<file path="config.mk">
export PLATFORM = sky130hd
export DESIGN_NAME = apb_master_arbiter
export DESIGN_NICKNAME = d
export VERILOG_FILES = /design/src/rtl/apb_global_pkg.sv /design/src/rtl/apb_rr_arbiter.sv /design/src/rtl/apb_master_arbiter.sv
export SDC_FILE = /design/constraint.sdc
export NUM_CORES = 1
export LEC_CHECK = 0
export CAP_MARGIN = 5
export CORE_AREA = 2 2 276 278
export CTS_CLUSTER_DIAMETER = 80
export CTS_CLUSTER_SIZE = 16
export DETAILED_ROUTE_END_ITERATION = 6
export DIE_AREA = 0 0 278 280
export PLACE_DENSITY = 0.35
export SLEW_MARGIN = 20
export SYNTH_ARGS = -nofsm -noshare
export SYNTH_HDL_FRONTEND = slang
export SYNTH_SLANG_ARGS = --single-unit
</file>
<file path="constraint.sdc">
create_clock -name pclk -period 2 [get_ports pclk]
set_clock_uncertainty 0.05 [all_clocks]
set_input_delay 0.2 -clock pclk [delete_from_list [all_inputs] [get_ports pclk]]
set_output_delay 0.2 -clock pclk [all_outputs]
set_load 0.02 [all_outputs]
</file>
<file path="src/rtl/apb_global_pkg.sv">
// Shared APB types: FSM state encoding, captured-request record and bus defaults.
package apb_global_pkg;

  typedef enum logic [1:0] {
    IDLE_STATE   = 2'd0,
    SETUP_STATE  = 2'd1,
    ACCESS_STATE = 2'd2
  } operation_states_e;

  localparam int APB_ADDR_W         = 32;
  localparam int APB_DATA_W         = 64;
  localparam int APB_STRB_W         = APB_DATA_W / 8;
  localparam int APB_ID_W           = 3;
  localparam int TIMEOUT_CYCLES_DEF = 16;

  // Request fields are sized for the widest supported bus; narrower ports zero-extend
  typedef struct packed {
    logic                  write;
    logic [APB_ADDR_W-1:0] addr;
    logic [APB_DATA_W-1:0] wdata;
    logic [APB_STRB_W-1:0] strb;
    logic [2:0]            prot;
    logic [APB_ID_W-1:0]   id;
  } apb_req_s;

endpackage

</file>
<file path="src/rtl/apb_rr_arbiter.sv">
// Round-robin arbiter: searches from rr_ptr and advances past the winner on each grant.
module apb_rr_arbiter #(
  parameter int NUM_REQ = 4,
  localparam int IDX_W  = $clog2(NUM_REQ)
) (
  input  logic               clk,
  input  logic               rst,
  input  logic [NUM_REQ-1:0] req,
  input  logic               en,
  output logic [NUM_REQ-1:0] gnt,
  output logic [IDX_W-1:0]   gnt_idx
);

  logic [IDX_W-1:0] rr_ptr;
  logic             found;

  always_comb begin
    gnt     = '0;
    gnt_idx = '0;
    found   = 1'b0;
    for (int k = 0; k < NUM_REQ; k++) begin
      if (!found && req[(int'(rr_ptr) + k) % NUM_REQ]) begin
        gnt_idx = IDX_W'((int'(rr_ptr) + k) % NUM_REQ);
        found   = 1'b1;
      end
    end
    if (en && found) gnt[gnt_idx] = 1'b1;
  end

  always_ff @(posedge clk) begin
    if (rst) rr_ptr <= '0;
    else if (en && found) rr_ptr <= IDX_W'((int'(gnt_idx) + 1) % NUM_REQ);
  end

endmodule

</file>
<file path="src/rtl/apb_master_arbiter.sv">
// Shares one APB master port among NUM_REQ requesters: round-robin grant, SETUP/ACCESS
// sequencing, one-hot slave decode, pready timeout and an id-tagged response pulse.
module apb_master_arbiter
  import apb_global_pkg::*;
#(
  parameter int NUM_REQ        = 4,
  parameter int ADDRESS_WIDTH  = APB_ADDR_W,
  parameter int DATA_WIDTH     = APB_DATA_W,
  parameter int NO_OF_SLAVES   = 16,
  parameter int SLV_SEL_LSB    = 28,
  parameter int TIMEOUT_CYCLES = TIMEOUT_CYCLES_DEF
) (
  input  logic                                  pclk,
  input  logic                                  preset,
  input  logic [NUM_REQ-1:0]                    req_valid,
  output logic [NUM_REQ-1:0]                    req_ready,
  input  logic [NUM_REQ-1:0]                    req_write,
  input  logic [NUM_REQ*ADDRESS_WIDTH-1:0]      req_addr,
  input  logic [NUM_REQ*DATA_WIDTH-1:0]         req_wdata,
  input  logic [NUM_REQ*(DATA_WIDTH/8)-1:0]     req_strb,
  input  logic [NUM_REQ*3-1:0]                  req_prot,
  output logic                                  rsp_valid,
  output logic [$clog2(NUM_REQ)-1:0]            rsp_id,
  output logic [DATA_WIDTH-1:0]                 rsp_rdata,
  output logic                                  rsp_slverr,
  output logic                                  rsp_timeout,
  output logic [NO_OF_SLAVES-1:0]               pselx,
  output logic                                  penable,
  output logic                                  pwrite,
  output logic [ADDRESS_WIDTH-1:0]              paddr,
  output logic [DATA_WIDTH-1:0]                 pwdata,
  output logic [DATA_WIDTH/8-1:0]               pstrb,
  output logic [2:0]                            pprot,
  input  logic [DATA_WIDTH-1:0]                 prdata,
  input  logic                                  pready,
  input  logic                                  pslverr
);

  localparam int ID_W   = $clog2(NUM_REQ);
  localparam int STRB_W = DATA_WIDTH / 8;
  localparam int SLV_W  = $clog2(NO_OF_SLAVES);
  localparam int CNT_W  = $clog2(TIMEOUT_CYCLES);

  operation_states_e state, state_nxt;
  apb_req_s          sel_req;
  logic [NUM_REQ-1:0] gnt;
  logic [ID_W-1:0]   gnt_idx;
  logic [ID_W-1:0]   xfer_id;
  logic [SLV_W-1:0]  slv_idx;
  logic [CNT_W-1:0]  to_cnt;
  logic              accept_win, accept, cnt_hit, xfer_done, xfer_abort;

  assign accept_win = (state == IDLE_STATE) || ((state == ACCESS_STATE) && pready);
  assign accept     = |gnt;
  assign req_ready  = gnt;
  assign cnt_hit    = (to_cnt == CNT_W'(TIMEOUT_CYCLES - 1));
  assign xfer_done  = (state == ACCESS_STATE) && pready;
  assign xfer_abort = (state == ACCESS_STATE) && !pready && cnt_hit;

  apb_rr_arbiter #(.NUM_REQ(NUM_REQ)) u_arb (
    .clk     (pclk),
    .rst     (preset),
    .req     (req_valid),
    .en      (accept_win),
    .gnt     (gnt),
    .gnt_idx (gnt_idx)
  );

  always_comb begin
    sel_req       = '0;
    sel_req.write = req_write[gnt_idx];
    sel_req.addr  = APB_ADDR_W'(req_addr[gnt_idx*ADDRESS_WIDTH +: ADDRESS_WIDTH]);
    sel_req.wdata = APB_DATA_W'(req_wdata[gnt_idx*DATA_WIDTH +: DATA_WIDTH]);
    sel_req.strb  = APB_STRB_W'(req_strb[gnt_idx*STRB_W +: STRB_W]);
    sel_req.prot  = req_prot[gnt_idx*3 +: 3];
    sel_req.id    = APB_ID_W'(gnt_idx);
  end

  always_ff @(posedge pclk) begin
    if (preset) state <= IDLE_STATE;
    else        state <= state_nxt;
  end

  always_comb begin
    state_nxt = state;
    unique case (state)
      IDLE_STATE:   if (accept) state_nxt = SETUP_STATE;
      SETUP_STATE:  state_nxt = ACCESS_STATE;
      ACCESS_STATE: begin
        if (pready)       state_nxt = accept ? SETUP_STATE : IDLE_STATE;
        else if (cnt_hit) state_nxt = IDLE_STATE;
      end
      default:      state_nxt = IDLE_STATE;
    endcase
  end

  always_comb begin
    pselx = '0;
    if (state != IDLE_STATE) pselx[slv_idx] = 1'b1;
    penable = (state == ACCESS_STATE);
  end

  // Request capture: fields stay put from SETUP until the next accept
  always_ff @(posedge pclk) begin
    if (preset) begin
      paddr   <= '0;
      pwrite  <= 1'b0;
      pwdata  <= '0;
      pstrb   <= '0;
      pprot   <= '0;
      slv_idx <= '0;
      xfer_id <= '0;
    end else if (accept) begin
      paddr   <= ADDRESS_WIDTH'(sel_req.addr);
      pwrite  <= sel_req.write;
      pwdata  <= DATA_WIDTH'(sel_req.wdata);
      pstrb   <= sel_req.write ? STRB_W'(sel_req.strb) : '0;
      pprot   <= sel_req.prot;
      slv_idx <= sel_req.addr[SLV_SEL_LSB +: SLV_W];
      xfer_id <= ID_W'(sel_req.id);
    end else if (xfer_done || xfer_abort) begin
      pstrb   <= '0;
    end
  end

  always_ff @(posedge pclk) begin
    if (preset)                    to_cnt <= '0;
    else if (accept)               to_cnt <= '0;
    else if (state == ACCESS_STATE) to_cnt <= to_cnt + CNT_W'(1);
  end

  // Response stage: a completing pready takes priority over an expiring counter
  always_ff @(posedge pclk) begin
    if (preset) begin
      rsp_valid   <= 1'b0;
      rsp_id      <= '0;
      rsp_rdata   <= '0;
      rsp_slverr  <= 1'b0;
      rsp_timeout <= 1'b0;
    end else begin
      rsp_valid <= xfer_done || xfer_abort;
      if (xfer_done) begin
        rsp_id      <= xfer_id;
        rsp_rdata   <= pwrite ? '0 : prdata;
        rsp_slverr  <= pslverr;
        rsp_timeout <= 1'b0;
      end else if (xfer_abort) begin
        rsp_id      <= xfer_id;
        rsp_rdata   <= '0;
        rsp_slverr  <= 1'b1;
        rsp_timeout <= 1'b1;
      end
    end
  end

endmodule

</file>
## Word level (Yosys, flattened, before mapping)

Index checks and enable logic that the tools add are counted.

| cells by class | value |
|---|---|
| equality and inequality tests | 5 |
| add/sub/neg operators | 5 |
| reduce and logical (&&, ||, !) cells | 26 |
| multiplexer cells | 42 |
| shift-type cells | 4 |
| bitwise logic cells | 3 |
| magnitude comparators | 8 |
| $mul | 1 |

Operators with widths:

| cell | number |
|---|---|
| indexed part select 256 x 9 -> 64 bit | 1 |
| two-way mux 64 bit | 3 |
| indexed part select 128 x 8 -> 32 bit | 1 |
| indexed part select 32 x 6 -> 8 bit | 1 |
| two-way mux 8 bit | 3 |
| two-way mux 2 bit | 9 |
| two-way mux 1 bit | 17 |
| two-way mux 16 bit | 1 |
| less-than comparator 3 x 4 -> 1 bit, second input constant | 3 |
| indexed part select 12 x 5 -> 3 bit | 1 |
| binary-select mux 1 bit (select 2 bit) | 5 |
| logical AND 1 bit | 9 |
| OR reduction 2 bit | 4 |
| less-than comparator 2 x 3 -> 1 bit, second input constant | 2 |
| one-hot mux 2 bit (3 select lines) | 1 |
| nonzero test 2 bit | 3 |
| less-than comparator 4 x 5 -> 1 bit, second input constant | 1 |
| OR reduction 5 bit | 1 |
| adder 2 x 1 -> 2 bit, second input constant | 2 |
| adder 2 bit, second input constant | 2 |
| adder 4 x 1 -> 4 bit, second input constant | 1 |
| demux 1 bit (select 4 bit) | 1 |
| == test 4 bit, second input constant | 1 |
| >= comparator 4 x 1 -> 1 bit, second input constant | 1 |
| other kinds (14) | 20 |

| storage, ports and cells | value |
|---|---|
| input port bits | 504 |
| register bits after elaboration | 191 |
| logic and storage cells | 109 |

## Longest topological paths before layout

Gate-level depths: netlist of the first run.

| depth | value |
|---|---|
| depth after elaboration | 23 |
| gate-level depth with buffers | 10 |
| mapped depth without buffers | 7 |

## Hierarchy

Synthesis of the first run repeated with hierarchy kept, for this count alone.

| second synthesis, totals | value |
|---|---|
| cells, all modules | 769 |
| area total of the unflattened synthesis | 8996.1 um2 |

Modules (own cells, without submodules):

| module | seq. area each (um2) | area each (um2) | cells each | instances |
|---|---|---|---|---|
| apb_master_arbiter | 3703.6 | 8788.4 | 739 | 1 |
| apb_rr_arbiter | 40.0 | 207.7 | 30 | 1 |

## Worst setup path before layout of the first run

OpenSTA, ideal clock, no wires.

| timing path | value |
|---|---|
| path type | reg2out |
| start point | register u_arb.rr_ptr[0] |
| end point | output req_ready[1] |
| cell stages (with the launch flop) | 6 |
| path buffers | 2 |
| data required time | 1.750 ns |
| arrival | 2.333 ns |
| slack | -0.583 ns |
| path through | dfxtp_1 -> nor2b_2 -> o32a_1 -> buf_4 -> buf_4 -> a2111oi_0 |

| on the way | value |
|---|---|
| word-level cells in the longest chain between the ends | 17 |
| elaborated cells between the ends (all ways) | 35 |
| classes of those cells | 3 x add/sub; 2 x order compare; 22 x mux; 8 x reduce/logical |

RTL lines:

| element | line | text |
|---|---|---|
| start, declared | apb_rr_arbiter.sv:14 | `logic [IDX_W-1:0] rr_ptr;` |
| start signal, assigned | apb_rr_arbiter.sv:32 | `else if (en && found) rr_ptr <= IDX_W'((int'(gnt_idx) + 1) % NUM_REQ);` |
| adder 2 x 1 -> 2 bit or binary-select mux 1 bit (select 2 bit) (tied branches) | apb_rr_arbiter.sv:22, apb_rr_arbiter.sv:23 |  |
| binary-select mux 1 bit (select 2 bit) or two-way mux 1 bit (tied branches) | apb_rr_arbiter.sv:22 | `if (!found && req[(int'(rr_ptr) + k) % NUM_REQ]) begin` |
| two-way mux 1 bit (not written as such) | apb_rr_arbiter.sv:22 |  |
| two-way mux 1 bit (not written as such) or logical NOT 1 bit (tied branches) | apb_rr_arbiter.sv:22 |  |
| logical AND 1 bit | apb_rr_arbiter.sv:22 |  |
| two-way mux 1 bit | apb_rr_arbiter.sv:22 |  |
| logical NOT 1 bit | apb_rr_arbiter.sv:22 |  |
| logical AND 1 bit | apb_rr_arbiter.sv:22 |  |
| two-way mux 1 bit | apb_rr_arbiter.sv:22 |  |
| logical NOT 1 bit | apb_rr_arbiter.sv:22 |  |
| logical AND 1 bit | apb_rr_arbiter.sv:22 |  |
| two-way mux 2 bit | apb_rr_arbiter.sv:22 |  |
| less-than comparator 2 x 3 -> 1 bit (not written as such) or >= comparator 2 x 1 -> 1 bit (tied branches) | apb_rr_arbiter.sv:27 | `if (en && found) gnt[gnt_idx] = 1'b1;` |
| logical AND 1 bit (not written as such) | apb_rr_arbiter.sv:27 |  |
| two-way mux 1 bit (not written as such) | apb_rr_arbiter.sv:27 |  |
| demux 1 bit (select 2 bit) | n/a |  |
| two-way mux 4 bit (*) | apb_rr_arbiter.sv:27 |  |
| end, declared | apb_master_arbiter.sv:16 | `output logic [NUM_REQ-1:0] req_ready,` |

Mark *: on every way between the ends. The rest lies on a longest branch, timed or not. The select of a mux whose other input is x is not followed.

## Final worst setup path of the first run

| timing path | value |
|---|---|
| start point | register u_arb.rr_ptr[1] |
| end point | output req_ready[1] |

The elaborated chain is that of the path after synthesis.

==> flow_summary.yaml, run 1 <==
outcome:
  outcome: "complete, but fails checks"
  violations: "negative setup slack"
layout:
  drive_gt1_frac: 0.2609
  nets: 2328
  final_area_sq_mm: 0.02107
  layout_common_cells: "672 x clkdlybuf4s50_1, 181 x dfxtp_1, 164 x nor2_1, 80 x a221o_1, 74 x a21oi_2"
  fill_cells: 7933
  area_growth_pct: 114.7
  layout_commonest_cell: "clkdlybuf4s50_1"
grt:
  grt_max_degree: 89
  antenna_found_initial: 10
  overflow: 0
  track_usage: 0.1594
  grt_pass1_vias: 12054
  grt_pass1_wl_um: 89640
timing:
  finalSetupTns_ps: -6196
  period_minus_slack_ps: 2268
  relSlewSlack: 0.6547
  rsz0062_at_grt: "yes"
  clock.fmax_ghz: 0.4410
  setup_violations: 89
  hold_viol: 0
  slew_violations: 0
  tightestPinTransition_ps: 517.9
  period_share: 1.134
  timing.final.ws_setup_ps: -267.7
die:
  rows: 101
  design.core.area_sq_mm: 0.07519
  dieHeight_um: 280
  fp.dieArea_sq_mm: 0.07784
  ios: 702
  start_util: 0.1305
  fp.dieW_um: 278
synthesis:
  syn_area_sq_mm: 0.009813
  seq_area_frac_synth: 0.3815
  synth_top_area_frac: 0.3815
  synthAdderAreaFrac: 0.001275
  synth_top_family_by_area: "compound AO/OA/AOI/OAI gates"
  avgSynthCellArea_sq_um: 9.355
  muxShareOfSynthArea: 0.1721
  synth_compound_area_frac: 0.2188
  synth-simple-area-share: 0.1692
  synth-xor-area-share: 0.002678
  synth_fp_nets: 1554
  synth_warnings: 0
  synth_cells: 1049
  ys_ff_latch: 187
  yosysTopAreaCell: "dfxtp_1"
  synth.distinct_cells: 50
  synth_area_leaders: "dfxtp_1 38%, a221o_1 8.5%, nor2_1 6.6%, mux2_4 6.3%, mux2i_1 5.2%"
place:
  dp_hpwl_um: 46010
  place_congestion: 0.8150
  portBuffers: 701
  pre_cts_ws_ps: -614.7
  postPlaceCellArea_sq_mm: 0.01868
routing:
  ant_nets: 0
  drcViolationCount: 0
  drt_iter0_drc: 440
  via_per_inst: 4.110
  wl_per_cell_um: 23.60
  dr.pass1.iters: 4
  routed_wirelength_um: 66500
  vias: 11582
clock_tree:
  cts_tree: "done"
  cts_buffers: 17
  root_buffer: "clkbuf_16"
  clock_sinks: 187
  ctsLongestPathBuffers: 2
  clk_latency_ps: 490
  clkSlewWorstSetupHoldPaths_ps: 80
  cts_max_level: 4
  cts-hold-fix-buffers: 0
power:
  p_sw_mw: 5.408
  pwr-share-clk: 0.251
  vdd_drop_max_v: 0.0004562
  p_leak_nw: 7.786
  combPwrFrac: 0.458
  p_total_mw: 15.00
  p_int_mw: 9.593
  p_per_area_mw_per_mm2: 712.0
  seqPwrFrac: 0.291
  swShare: 0.3605
worst_setup_path:
  crit_slowest_cell: "o32a_4"
  end_kind: "output pin"
  cp-start-kind: "register"
  path_class: "register to output pin"
  max_stage_delay_ps: 370
  crit_fanout: 4
  crit_top_cell: "buf_6"
  path_cells: "buf_6, a21boi_2, o32a_4, buf_6, a2111oi_4, buf_4"
  arrival_ps: 2020
  required_ps: 1750
hold_path:
  hold_class: "primary input to register"
run:
  drv_cap: 0
power groups by stage:
| stage | clock, mW | sequential, mW | combinational [mW] |
|---|---|---|---|
| finish | 3.77 | 4.36 | 6.87 |
| global route | 4.09 | 4.41 | 7.28 |
| CTS | 3.98 | 4.37 | 6.61 |
| detailed placement | 0 | 4.44 | 5.86 |
| global placement | 0 | 4.43 | 5.85 |
| floorplan | 0 | 4.85 | 2.25 |
final timing paths:
| check | cells past startpoint | slack, ps | end | from |
|---|---|---|---|---|
| setup / recovery | 6 | -270 | req_ready[1] | u_arb.rr_ptr[1]$_SDFFE_PP0N_ |
| hold / removal | 4 | 130 | state[0]$_SDFFE_PP0P_ | preset |
| setup reg to reg | 11 | -160 | pwdata[34]$_SDFFE_PP0P_ | u_arb.rr_ptr[1]$_SDFFE_PP0N_ |
| hold reg to reg | 2 | 400 | pstrb[6]$_SDFFE_PP0P_ | pstrb[6]$_SDFFE_PP0P_ |
stage by stage:
step                      hold WS [ps]  utilization  instances
after global routing             110.9       0.2801       2815
final                            133.5       0.2802       2818
after detailed placement         392.8       0.2485       2719
after global placement           384.8       0.2485       2719
after CTS                        161.1       0.2705       2786
after floorplan                  246.6            -       1049
sequential cells by signal, summed over array words and instances, names as in the netlist, 2 cells and up:
signal,count
to_cnt,4
pprot,3
xfer_id,2
rsp_rdata,64
u_arb.rr_ptr,2
pwdata,64
paddr,32
state,2
pstrb,8
rsp_id,2
Yosys cell counts, drive strengths merged:
cell type	n
o32ai	1
xor2	2
buf	39
nand3b	17
nor2b	7
inv	5
o221ai	17
o21ai	13
o22a	1
and2	2
a22oi	64
mux2	91
ha	1
dfxtp	187
or3b	1
or3	1
and3	1
nand2b	3
o211ai	1
mux2i	51
o211a	1
o22ai	1
nand2	22
a2111oi	1
xnor2	1
nand4	1
a221oi	3
a221o	83
nor2	173
clkbuf	65
o32a	1
a21oi	90
o221a	1
a211oi	4
nor3	96
a21boi	1
critical path, delay by kind of cell (launching register included):
family	cells	cell delay, ps
DFF	1	350
AOI/OAI and AO/OA	3	700
buffers and inverters	3	470
metal layers:
layer,track usage,wire [um],part of all wire
met1,0.1875,27150,0.41
met2,0.2829,33900,0.51
met3,0.05363,4724,0.071
met4,0.02703,652,0.0098
met5,0,70,0.0011
layout make-up:
| class | instances | area [sq um] | share of cell area |
|---|---|---|---|
| clock buffers | 18 | 429.2 | 0.02037 |
| repair buffers | 859 | 9224 | 0.4378 |
| flip-flops and latches | 187 | 3756 | 0.1783 |
| diodes | 4 | 10.01 | 0.0004751 |
| clock inverters | 14 | 193.9 | 0.009204 |
| well taps | 978 | 1224 | 0.05808 |
| multi-input cells | 753 | 6207 | 0.2946 |
| inverters | 5 | 26.28 | 0.001247 |
cells by family after synthesis:
family | Yosys count
xor gates and xnor gates | 3
and+or+nand+nor | 324
DFF | 187
muxes | 142
adders and majority gates | 1
buffers and inverters | 109
AOI/OAI and AO/OA | 283
timing repair:
item | 4_1_cts | 5_1_grt
setup buffers | 20 | 23
pin swaps | 54 | 107
gates cloned | 15 | 13
endpoints found under the setup margin | 111 | 120
resized for setup | 225 | 109
Note: power is estimated with default switching activity, not from simulation.
==> run 2, diff against run 1 <==
--- a/config.mk
+++ b/config.mk
@@ -5,7 +5,6 @@
 export SDC_FILE = /design/constraint.sdc
 export NUM_CORES = 1
 export LEC_CHECK = 0
-export CAP_MARGIN = 5
 export CORE_AREA = 2 2 276 278
 export CTS_CLUSTER_DIAMETER = 80
 export CTS_CLUSTER_SIZE = 16
==> results of run 2 <==
The final DEF is identical to that of run 1; final timing and power are the same.
